### src/rtl/button_debouncer.sv
// Push-button conditioner: 2-flop synchronizer, debounce FSM, press/release pulses.
// Define BTN_LONG_PRESS_EN to add a hold counter and the long_press_pulse output.
module button_debouncer #(
    parameter int DEBOUNCE_CYCLES   = 500000,
    parameter bit BTN_ACTIVE_LOW    = 1'b1,
    parameter int LONG_PRESS_CYCLES = 50000000
) (
    input  logic clk,
    input  logic rst_async_n,
    input  logic btn_raw,
    output logic pressed,
    output logic press_pulse,
    output logic release_pulse
`ifdef BTN_LONG_PRESS_EN
    ,
    output logic long_press_pulse
`endif
);

    localparam int CNT_W = $clog2(DEBOUNCE_CYCLES + 1);
    localparam logic [CNT_W-1:0] CNT_LAST = CNT_W'(DEBOUNCE_CYCLES - 1);
    localparam logic IDLE_LVL = BTN_ACTIVE_LOW;

    typedef enum logic [1:0] {
        ST_RELEASED,
        ST_DEB_PRESS,
        ST_PRESSED,
        ST_DEB_RELEASE
    } state_t;

    // Parameter sanity is enforced at elaboration so a bad build never reaches hardware.
    if (DEBOUNCE_CYCLES < 1) begin : g_bad_debounce
        $error("DEBOUNCE_CYCLES must be >= 1");
    end
    if (LONG_PRESS_CYCLES <= DEBOUNCE_CYCLES) begin : g_bad_long
        $error("LONG_PRESS_CYCLES must exceed DEBOUNCE_CYCLES");
    end

    logic             sync1_q;
    logic             sync2_q;
    logic             btn_act;
    state_t           state_q, state_d;
    logic [CNT_W-1:0] cnt_q, cnt_d;
    logic             pressed_q, pressed_d;
    logic             press_pulse_q, press_pulse_d;
    logic             release_pulse_q, release_pulse_d;

    // Normalised so that 1 always means "button held" regardless of board wiring.
    assign btn_act = sync2_q ^ BTN_ACTIVE_LOW;

    always_comb begin
        state_d         = state_q;
        cnt_d           = cnt_q;
        press_pulse_d   = 1'b0;
        release_pulse_d = 1'b0;
        case (state_q)
            ST_RELEASED: begin
                if (btn_act) begin
                    state_d = ST_DEB_PRESS;
                    cnt_d   = '0;
                end
            end
            ST_DEB_PRESS: begin
                if (!btn_act) begin
                    state_d = ST_RELEASED;
                    cnt_d   = '0;
                end else if (cnt_q == CNT_LAST) begin
                    state_d       = ST_PRESSED;
                    cnt_d         = '0;
                    press_pulse_d = 1'b1;
                end else begin
                    cnt_d = cnt_q + CNT_W'(1);
                end
            end
            ST_PRESSED: begin
                if (!btn_act) begin
                    state_d = ST_DEB_RELEASE;
                    cnt_d   = '0;
                end
            end
            ST_DEB_RELEASE: begin
                if (btn_act) begin
                    state_d = ST_PRESSED;
                    cnt_d   = '0;
                end else if (cnt_q == CNT_LAST) begin
                    state_d         = ST_RELEASED;
                    cnt_d           = '0;
                    release_pulse_d = 1'b1;
                end else begin
                    cnt_d = cnt_q + CNT_W'(1);
                end
            end
            default: begin
                state_d = ST_RELEASED;
                cnt_d   = '0;
            end
        endcase
        pressed_d = (state_d == ST_PRESSED) || (state_d == ST_DEB_RELEASE);
    end

`ifdef BTN_LONG_PRESS_EN
    localparam int HOLD_W = $clog2(LONG_PRESS_CYCLES + 1);
    localparam logic [HOLD_W-1:0] HOLD_LAST = HOLD_W'(LONG_PRESS_CYCLES - 1);
    localparam logic [HOLD_W-1:0] HOLD_PRE  = HOLD_W'(LONG_PRESS_CYCLES - 2);

    logic [HOLD_W-1:0] hold_q, hold_d;
    logic              long_pulse_q, long_pulse_d;

    // Saturating at HOLD_LAST guarantees a single long pulse per accepted press.
    always_comb begin
        hold_d       = hold_q;
        long_pulse_d = 1'b0;
        if (press_pulse_d) begin
            hold_d = '0;
        end else if (((state_q == ST_PRESSED) || (state_q == ST_DEB_RELEASE)) &&
                     (hold_q != HOLD_LAST)) begin
            hold_d       = hold_q + HOLD_W'(1);
            long_pulse_d = (hold_q == HOLD_PRE);
        end
    end

    assign long_press_pulse = long_pulse_q;
`endif

    always_ff @(posedge clk or negedge rst_async_n) begin
        if (!rst_async_n) begin
            sync1_q         <= IDLE_LVL;
            sync2_q         <= IDLE_LVL;
            state_q         <= ST_RELEASED;
            cnt_q           <= '0;
            pressed_q       <= 1'b0;
            press_pulse_q   <= 1'b0;
            release_pulse_q <= 1'b0;
`ifdef BTN_LONG_PRESS_EN
            hold_q          <= '0;
            long_pulse_q    <= 1'b0;
`endif
        end else begin
            sync1_q         <= btn_raw;
            sync2_q         <= sync1_q;
            state_q         <= state_d;
            cnt_q           <= cnt_d;
            pressed_q       <= pressed_d;
            press_pulse_q   <= press_pulse_d;
            release_pulse_q <= release_pulse_d;
`ifdef BTN_LONG_PRESS_EN
            hold_q          <= hold_d;
            long_pulse_q    <= long_pulse_d;
`endif
        end
    end

    assign pressed       = pressed_q;
    assign press_pulse   = press_pulse_q;
    assign release_pulse = release_pulse_q;

endmodule

### config.mk
export PLATFORM = sky130hd
export DESIGN_NAME = button_debouncer
export DESIGN_NICKNAME = d
export VERILOG_FILES = /design/src/rtl/button_debouncer.sv
export SDC_FILE = /design/constraint.sdc
export NUM_CORES = 1
export LEC_CHECK = 0
export ABC_AREA = 1
export BUFFER_PORTS_ARGS = -buffer_cell sky130_fd_sc_hd__buf_4
export CAP_MARGIN = 15
export CORE_MARGIN = 2
export CORE_UTILIZATION = 60
export CTS_CLUSTER_DIAMETER = 100
export CTS_CLUSTER_SIZE = 10
export DETAILED_ROUTE_END_ITERATION = 16
export GPL_ROUTABILITY_DRIVEN = 1
export HOLD_SLACK_MARGIN = 0.1
export PLACE_DENSITY = 0.78
export SLEW_MARGIN = 20
export SYNTH_ARGS = -nofsm -noshare
export SYNTH_HDL_FRONTEND = slang
export SYNTH_SLANG_ARGS = --single-unit
### constraint.sdc
create_clock -name clk -period 2.4 [get_ports clk]
set_clock_uncertainty 0.1 [all_clocks]
set_input_delay 0.24 -clock clk [delete_from_list [all_inputs] [get_ports clk]]
set_output_delay 0.24 -clock clk [all_outputs]
set_load 0.02 [all_outputs]
# == Word level (Yosys, flattened, before mapping) ==
# Cells that the tools add are included.
# totals
out_inout_bits,3
mem_bits_rw,0
rom_bits,0
reg_bits,26
inputBits,3
n_memories,0
elab_cells,37
latchBits,0
# classes
addsub,1
order_cmp,0
eq_ne,8
mul,0
reduce_logical,3
shift,0
bitwise,0
muxes,18
n_div,0
# op_table
operator,count
19-bit 2-to-1 mux,5
19-bit case mux with 4 select lines,1
19-bit by 1-bit adder with 19-bit output (second input constant),1
19-bit equality test (second input constant),1
2-bit 2-to-1 mux,6
2-bit equality test (second input constant),4
2-bit case mux with 4 select lines,1
1-bit 2-to-1 mux,5
2-bit inequality test (second input constant),2
2-bit by 1-bit equality test with 1-bit output (second input constant),1
2-bit zero test,1
2-bit AND reduction,1
1-bit logical OR,1

# == Longest topological paths before layout ==
# Gate-level depths: netlist of run 1.
# logic_depth
depth_word,6
depth_mapped,9
mapped_depth_nobuf,9

# == Worst setup path before layout of run 1 ==
# OpenSTA, ideal clock, no wires.
# synth_timing
path_type,reg2reg
startpoint,reg cnt_q[0]
endpoint,reg cnt_q[11]
stages_incl_launch_ff,8
synth_period_minus_slack_ns,1.546
arrival_time_ns,1.320
slack_ns,0.854
cell_sequence,dfrtp_1 -> ha_1 -> nand3_2 -> nor2_1 -> nand3_4 -> nand2_4 -> buf_12 -> o22ai_2
# synth_between
elab_chain_len,4
word_cells_on_any_way,6
classes_between,add/sub (1); eq/ne (1); mux (4)
# synth_lines
element,line_no,source
start: declaration,43,"logic [CNT_W-1:0] cnt_q, cnt_d;"
start signal: assignment,142,cnt_q <= cnt_d;
19-bit by 1-bit adder with 19-bit output / 19-bit equality test (equally long branches),-,
19-bit 2-to-1 mux (*),"67, 85",
19-bit 2-to-1 mux (on tied branches),"82, 64",
19-bit case mux with 4 select lines (*),56,case (state_q)
# Every way passes the cells marked *; elsewhere a longest branch is shown, timed or not.
# A chain may end at the register's enable or synchronous reset.

# == Final worst setup path of run 1 ==
# layout_timing
startpoint,reg cnt_q[0]
endpoint,reg cnt_q[13]
# Same word-level chain as after synthesis.

==> flow_summary.toml, run 1 <==
[sta]
slew_viol_final = 0
tns_ps = 0
min_period_ps = 1860
worstMarginPinSlew_ps = 333
fmax_mhz = 537
fin_ws_ps = 537
fin_crit_sh_pct = 77.6
rsz0062_at_grt = "no"
hold_viol_final = 0
setup_viol = 0
slew_headroom_pct = 77.7

[die]
core_area_mm2 = 0.00243
start_util_pct = 62.7
rows = 18
die_h_um = 54.4
io_pins = 6
die-area_mm2 = 0.00296
die_x_um = 54.4

[worst_setup_path]
criticalPathCategory = "flop to flop"
crit_fanout = 13
cp.required_ps = 2550
start_kind = "flop"
end_kind = "flop"
worstPathArrival_ps = 2010
regToRegSetupSlack_ps = 540

[synth]
synth_seq_area_share_pct = 42.9
synthCells = 180
syn-num-nets = 184
ys_ff_latch = 26
synth_area_leaders = "dfrtp_1 (39%), nand2_1 (11%), nand3_1 (5.3%)"
synth_top_area_cell = "dfrtp_1"
syn_area_per_cell_um2 = 8.47
ys_warn_count = 0
synth_top_area_share_pct = 39.4
synth_cell_types = 27
netlist_area_mm2 = 0.00152

[finish]
area_growth_pct = 6.57
nFillCells = 209
antennaDiodeCount = 0
layout_common_cells = "nand2_1 (45), dfrtp_1 (24), nor2_1 (19)"
finish.net_count = 192
multiInputGateArea_um2 = 754
drive_gt1_share_pct = 18.7
stdcell_count = 217
seq_area_um2 = 653
post-route-util_pct = 66.8
final_common_cell = "nand2_1"

[global_route]
overflow = 0
first_global_vias = 1169
grt_pass1_wl_mm = 5.15
grt_max_degree = 27
antenna_found_initial = 0
track_usage_pct = 24.4

[power]
p_leak_nw = 0.665
p_clk_share_pct = 38.7
switching_share_pct = 22.1
ir_worst_vdd_v = 0.000474
p_per_area_mw_per_mm2 = 495
p_sw_mw = 0.178
combPwrFrac_pct = 5.2
intPower_mw = 0.627
seqPwrFrac_pct = 56.1

[clocking]
clockBufferDepth = 2
cts_tree = "done"
cts_buffers = 3
cts_sinks = 26
clock_latency_ps = 340
path_clk_slew_ps = 150
ctsResizeCount = 0
cts.htree.levels = 1
clockRootBuffer = "clkbuf_4"

[drt]
vias_per_cell = 5.54
wl_mm = 2.96
drcViolationCount = 0
post_drt_wl_per_cell_um = 13.6
dr_total_vias = 1203
firstDrtPassIters = 4
dr.first_iter.drc_count = 34
postRouteAntennaNets = 0

[place]
hpwl_mm = 2.18
post-place-ws_ps = 565
place_inst = 211
numPortBuffers = 5
place_congestion = 0.863

[min_path]
min_path_type = "primary input to async pin"

[run_status]
status = "complete, no violations"

[flow_run]
maxCapViolCount = 0
area by class of cell:
type | instances | share of cell area, %
Tap cell | 30 | 2.31
Multi-Input combinational cell | 132 | 46.5
Clock inverter | 1 | 1.85
Timing Repair Buffer | 7 | 3.54
Clock buffer | 3 | 1.39
Inverter | 18 | 4.24
Sequential cell | 26 | 40.2
Yosys cell counts:
cell type,n
nor3_1,3
xor2_2,1
dfstp_2,2
xor2_1,8
o22ai_2,5
nand4_1,5
o21ai_2,7
ha_1,1
a21oi_1,5
a31oi_1,2
nand3_1,16
inv_1,16
nor2_1,19
inv_2,1
nand3_4,1
nor2_4,1
buf_2,1
clkinv_2,1
nand2_1,45
buf_6,2
nand2_4,2
o21ai_0,3
buf_12,1
nor2_2,4
dfrtp_1,24
xnor2_1,3
nand3_2,1
metrics by stage:
stage / power (mW) / hold WS (ps) / cell area (um2)
floorplan: 0.487 / -156 / 1520
global placement: 0.498 / 59.8 / 1550
detailed placement: 0.499 / 64.8 / 1550
CTS: 0.809 / 228 / 1620
global route: 0.831 / 251 / 1620
finish: 0.804 / 229 / 1620
cell families after synthesis:
| kind of cell | after synthesis | share of synthesized area (%) |
|---|---|---|
| AND/OR/NAND/NOR | 97 | 29.7 |
| buffers and inverters | 22 | 7.63 |
| AO/OA/AOI/OAI | 22 | 11.6 |
| flip-flops | 26 | 42.9 |
| adder cells (fa/ha/maj) | 1 | 0.821 |
| XOR/XNOR | 12 | 7.39 |
power by group through the flow:
| stage | Clock, mW | Sequential [mW] | Combinational, mW |
|---|---|---|---|
| after detailed placement | 0 | 0.460 | 0.0394 |
| after CTS | 0.315 | 0.452 | 0.0421 |
| final | 0.311 | 0.452 | 0.0416 |
| after global routing | 0.332 | 0.453 | 0.0460 |
| after global placement | 0 | 0.459 | 0.0390 |
| after floorplan | 0 | 0.458 | 0.0288 |
flip-flops by register name (all words and copies together) (netlist names):
register,count
release_pulse,1
state_q,2
press_pulse,1
sync1_q,1
sync2_q,1
cnt_q,19
pressed,1
worst paths after layout:
check,start,to,cells past startpoint
hold / removal,rst_async_n,press_pulse,2
setup / recovery,cnt_q[0],cnt_q[13],8
setup reg to reg,cnt_q[0],cnt_q[13],8
max in group asynchronous,rst_async_n,sync2_q,2
hold reg to reg,sync1_q,sync2_q,0
min in group clk,sync1_q,sync2_q,0
timing repair:
action,in CTS,in global routing
hold buffers,2,0
buffers inserted,0,0
endpoints found under the hold margin,27,0
worst max-delay path, cell delays in order, from the launching register on:
cell	delay [ps]
dfrtp_1	460
ha_1	260
nand3_2	140
nor2_1	210
nand3_4	120
nand2_4	220
inv_1	120
nand3_1	80
nand2_1	60
layer usage:
| layer | wire length, um | GRT usage, % | share of wire (%) | up-vias |
|---|---|---|---|---|
| li1 | - | - | - | 597 |
| met1 | 1330 | 31.4 | 45 | 575 |
| met2 | 1460 | 41.6 | 49 | 26 |
| met3 | 124 | 4.10 | 4.2 | 5 |
| met4 | 42 | 7.50 | 1.4 | 0 |
| met5 | 0 | 0 | 0 | - |
Power figures use the tool's default switching activity.
==> run 2: changes to the inputs <==
- clock period: 2.4 -> 1.8 ns (I/O delays scaled with it)
==> run 2 against run 1 <==
- global-route usage is 0.39 points higher
- die area stayed put
- routed wire length is 4.7% higher
- critical endpoint is now cnt_q[8]
- largest power group unchanged
==> flow_summary.toml, run 2 (synthesis gave the netlist of run 1 again) <==
[drt]
drcViolationCount = 0
dr.first_iter.drc_count = 33
vias_per_cell = 5.57
post_drt_wl_per_cell_um = 14.2
dr.max_layer_used = "met4"
firstDrtPassIters = 4
dr_total_vias = 1215
wl_met3_um = 152
wl_met2_mm = 1.50
wl_mm = 3.10
wl_met1_mm = 1.38
postRouteAntennaNets = 0

[sta]
tns_ps = 0
setup_viol = 0
hold_viol_final = 0
fin_crit_sh_pct = 91.5
worstMarginPinSlew_ps = 317
fmax_mhz = 607
slew_headroom_pct = 78.7
slew_viol_final = 0
min_period_ps = 1650
rsz0062_at_grt = "no"

[clocking]
clock_latency_ps = 310
cts_buffers = 3
cts_sinks = 26
post-cts-setup-buffer-count = 0
cts.htree.levels = 1
clockRootBuffer = "clkbuf_4"
clockBufferDepth = 2
cts_tree = "done"
path_clk_slew_ps = 140

[die]
die-area_mm2 = 0.00296
rows = 18
core_area_mm2 = 0.00243
io_pins = 6
start_util_pct = 62.7
die_h_um = 54.4
die_x_um = 54.4

[finish]
regMostFlops = "cnt_q"
nFillCells = 207
area_growth_pct = 8.54
antennaDiodeCount = 0
finish.net_count = 193
multiInputGateArea_um2 = 764
seq_area_um2 = 653
final_common_cell = "nand2_1"
reg.largest.list = "cnt_q (19), state_q (2)"
largest_reg_flops = 19
layout_common_cells = "nand2_1 (45), dfrtp_1 (24), nor2_1 (18)"
post-route-util_pct = 68.0
drive_gt1_share_pct = 20.2

[power]
seqPwrFrac_pct = 56.8
p_clk_share_pct = 37.3
p_leak_nw = 0.673
p_per_area_mw_per_mm2 = 640
ir_worst_vdd_v = 0.000492
switching_share_pct = 20.7
p_sw_mw = 0.219
intPower_mw = 0.840
combPwrFrac_pct = 5.9

[worst_setup_path]
criticalPathCategory = "flop to flop"
r2r-end = "cnt_q[8]"
regToRegSetupSlack_ps = 150
r2r-start = "cnt_q[0]"
cp.required_ps = 1910
start_kind = "flop"
crit_fanout = 8
end_kind = "flop"
worstPathArrival_ps = 1760
worst-r2r-cell-count = 7

[global_route]
overflow = 0
track_usage_pct = 24.8
first_global_vias = 1134
grt_pass1_wl_mm = 5.18
antenna_found_initial = 0
grt_max_degree = 27

[flow_run]
maxCapViolCount = 0

[place]
numPortBuffers = 5
hpwl_mm = 2.33
place_congestion = 0.922

[run_status]
status = "complete, no violations"

[min_path]
min_path_type = "primary input to async pin"
## run 2: layer usage
| metal | vias to the layer above | global-route usage (%) |
|---|---|---|
| met4 | 0 | 10.8 |
| met5 | - | 0 |
| met3 | 8 | 3.83 |
| met2 | 40 | 39.4 |
| met1 | 569 | 33.3 |
| li1 | 598 | - |
## run 2: layout make-up
| type | instances | share of cell area [%] |
|---|---|---|
| multi-input cells | 132 | 46.2 |
| flip-flops and latches | 26 | 39.5 |
| clock buffers | 3 | 1.36 |
| repair buffers | 8 | 4.69 |
| clock inverters | 1 | 1.82 |
| well taps | 30 | 2.27 |
| inverters | 18 | 4.16 |
## run 2: worst max-delay path, cell delays in order, from the launching register on
cell     delay [ps]
dfrtp_1         450
ha_2            240
nand3_2         120
nor2_2          170
nand3_4         110
nand2_4         130
buf_12          150
o22ai_2          60
## run 2: per-stage QoR
stage	instances	power (mW)	hold slack [ps]	worst slack (ps)	cell area, um2
finish	218	1.06	184	153	1650
global route	218	1.10	213	9.55	1650
CTS	218	1.07	185	85.1	1640
detailed placement	212	0.672	6.22	108	1570
global placement	212	0.670	0.587	178	1570
floorplan	180	0.649	-216	254	1520
## run 2: what timing repair did
item / in CTS / in global routing
hold endpoints to repair: 27 / 0
setup endpoints to repair: 0 / 11
resized for setup: 0 / 3
hold buffers: 2 / 0
## run 2: power by group through the flow
stage	Clock (mW)	Combinational, mW	Sequential (mW)
floorplan	0	0.0383	0.611
global placement	0	0.0580	0.612
detailed placement	0	0.0593	0.612
CTS	0.407	0.0628	0.602
global route	0.427	0.0690	0.603
finish	0.395	0.0627	0.601
## run 2: worst max-delay path by stage
stage              from   endpoint  slack (ps)  cells after the start
5_1_grt        cnt_q[0]  cnt_q[13]          10                      8
2_1_floorplan  cnt_q[0]  cnt_q[11]         250                      7
3_3_place_gp   cnt_q[0]   cnt_q[2]         180                      7
4_1_cts        cnt_q[0]  cnt_q[13]          90                      8
3_5_place_dp   cnt_q[0]  cnt_q[13]         110                      8
6_report       cnt_q[0]   cnt_q[8]         150                      7
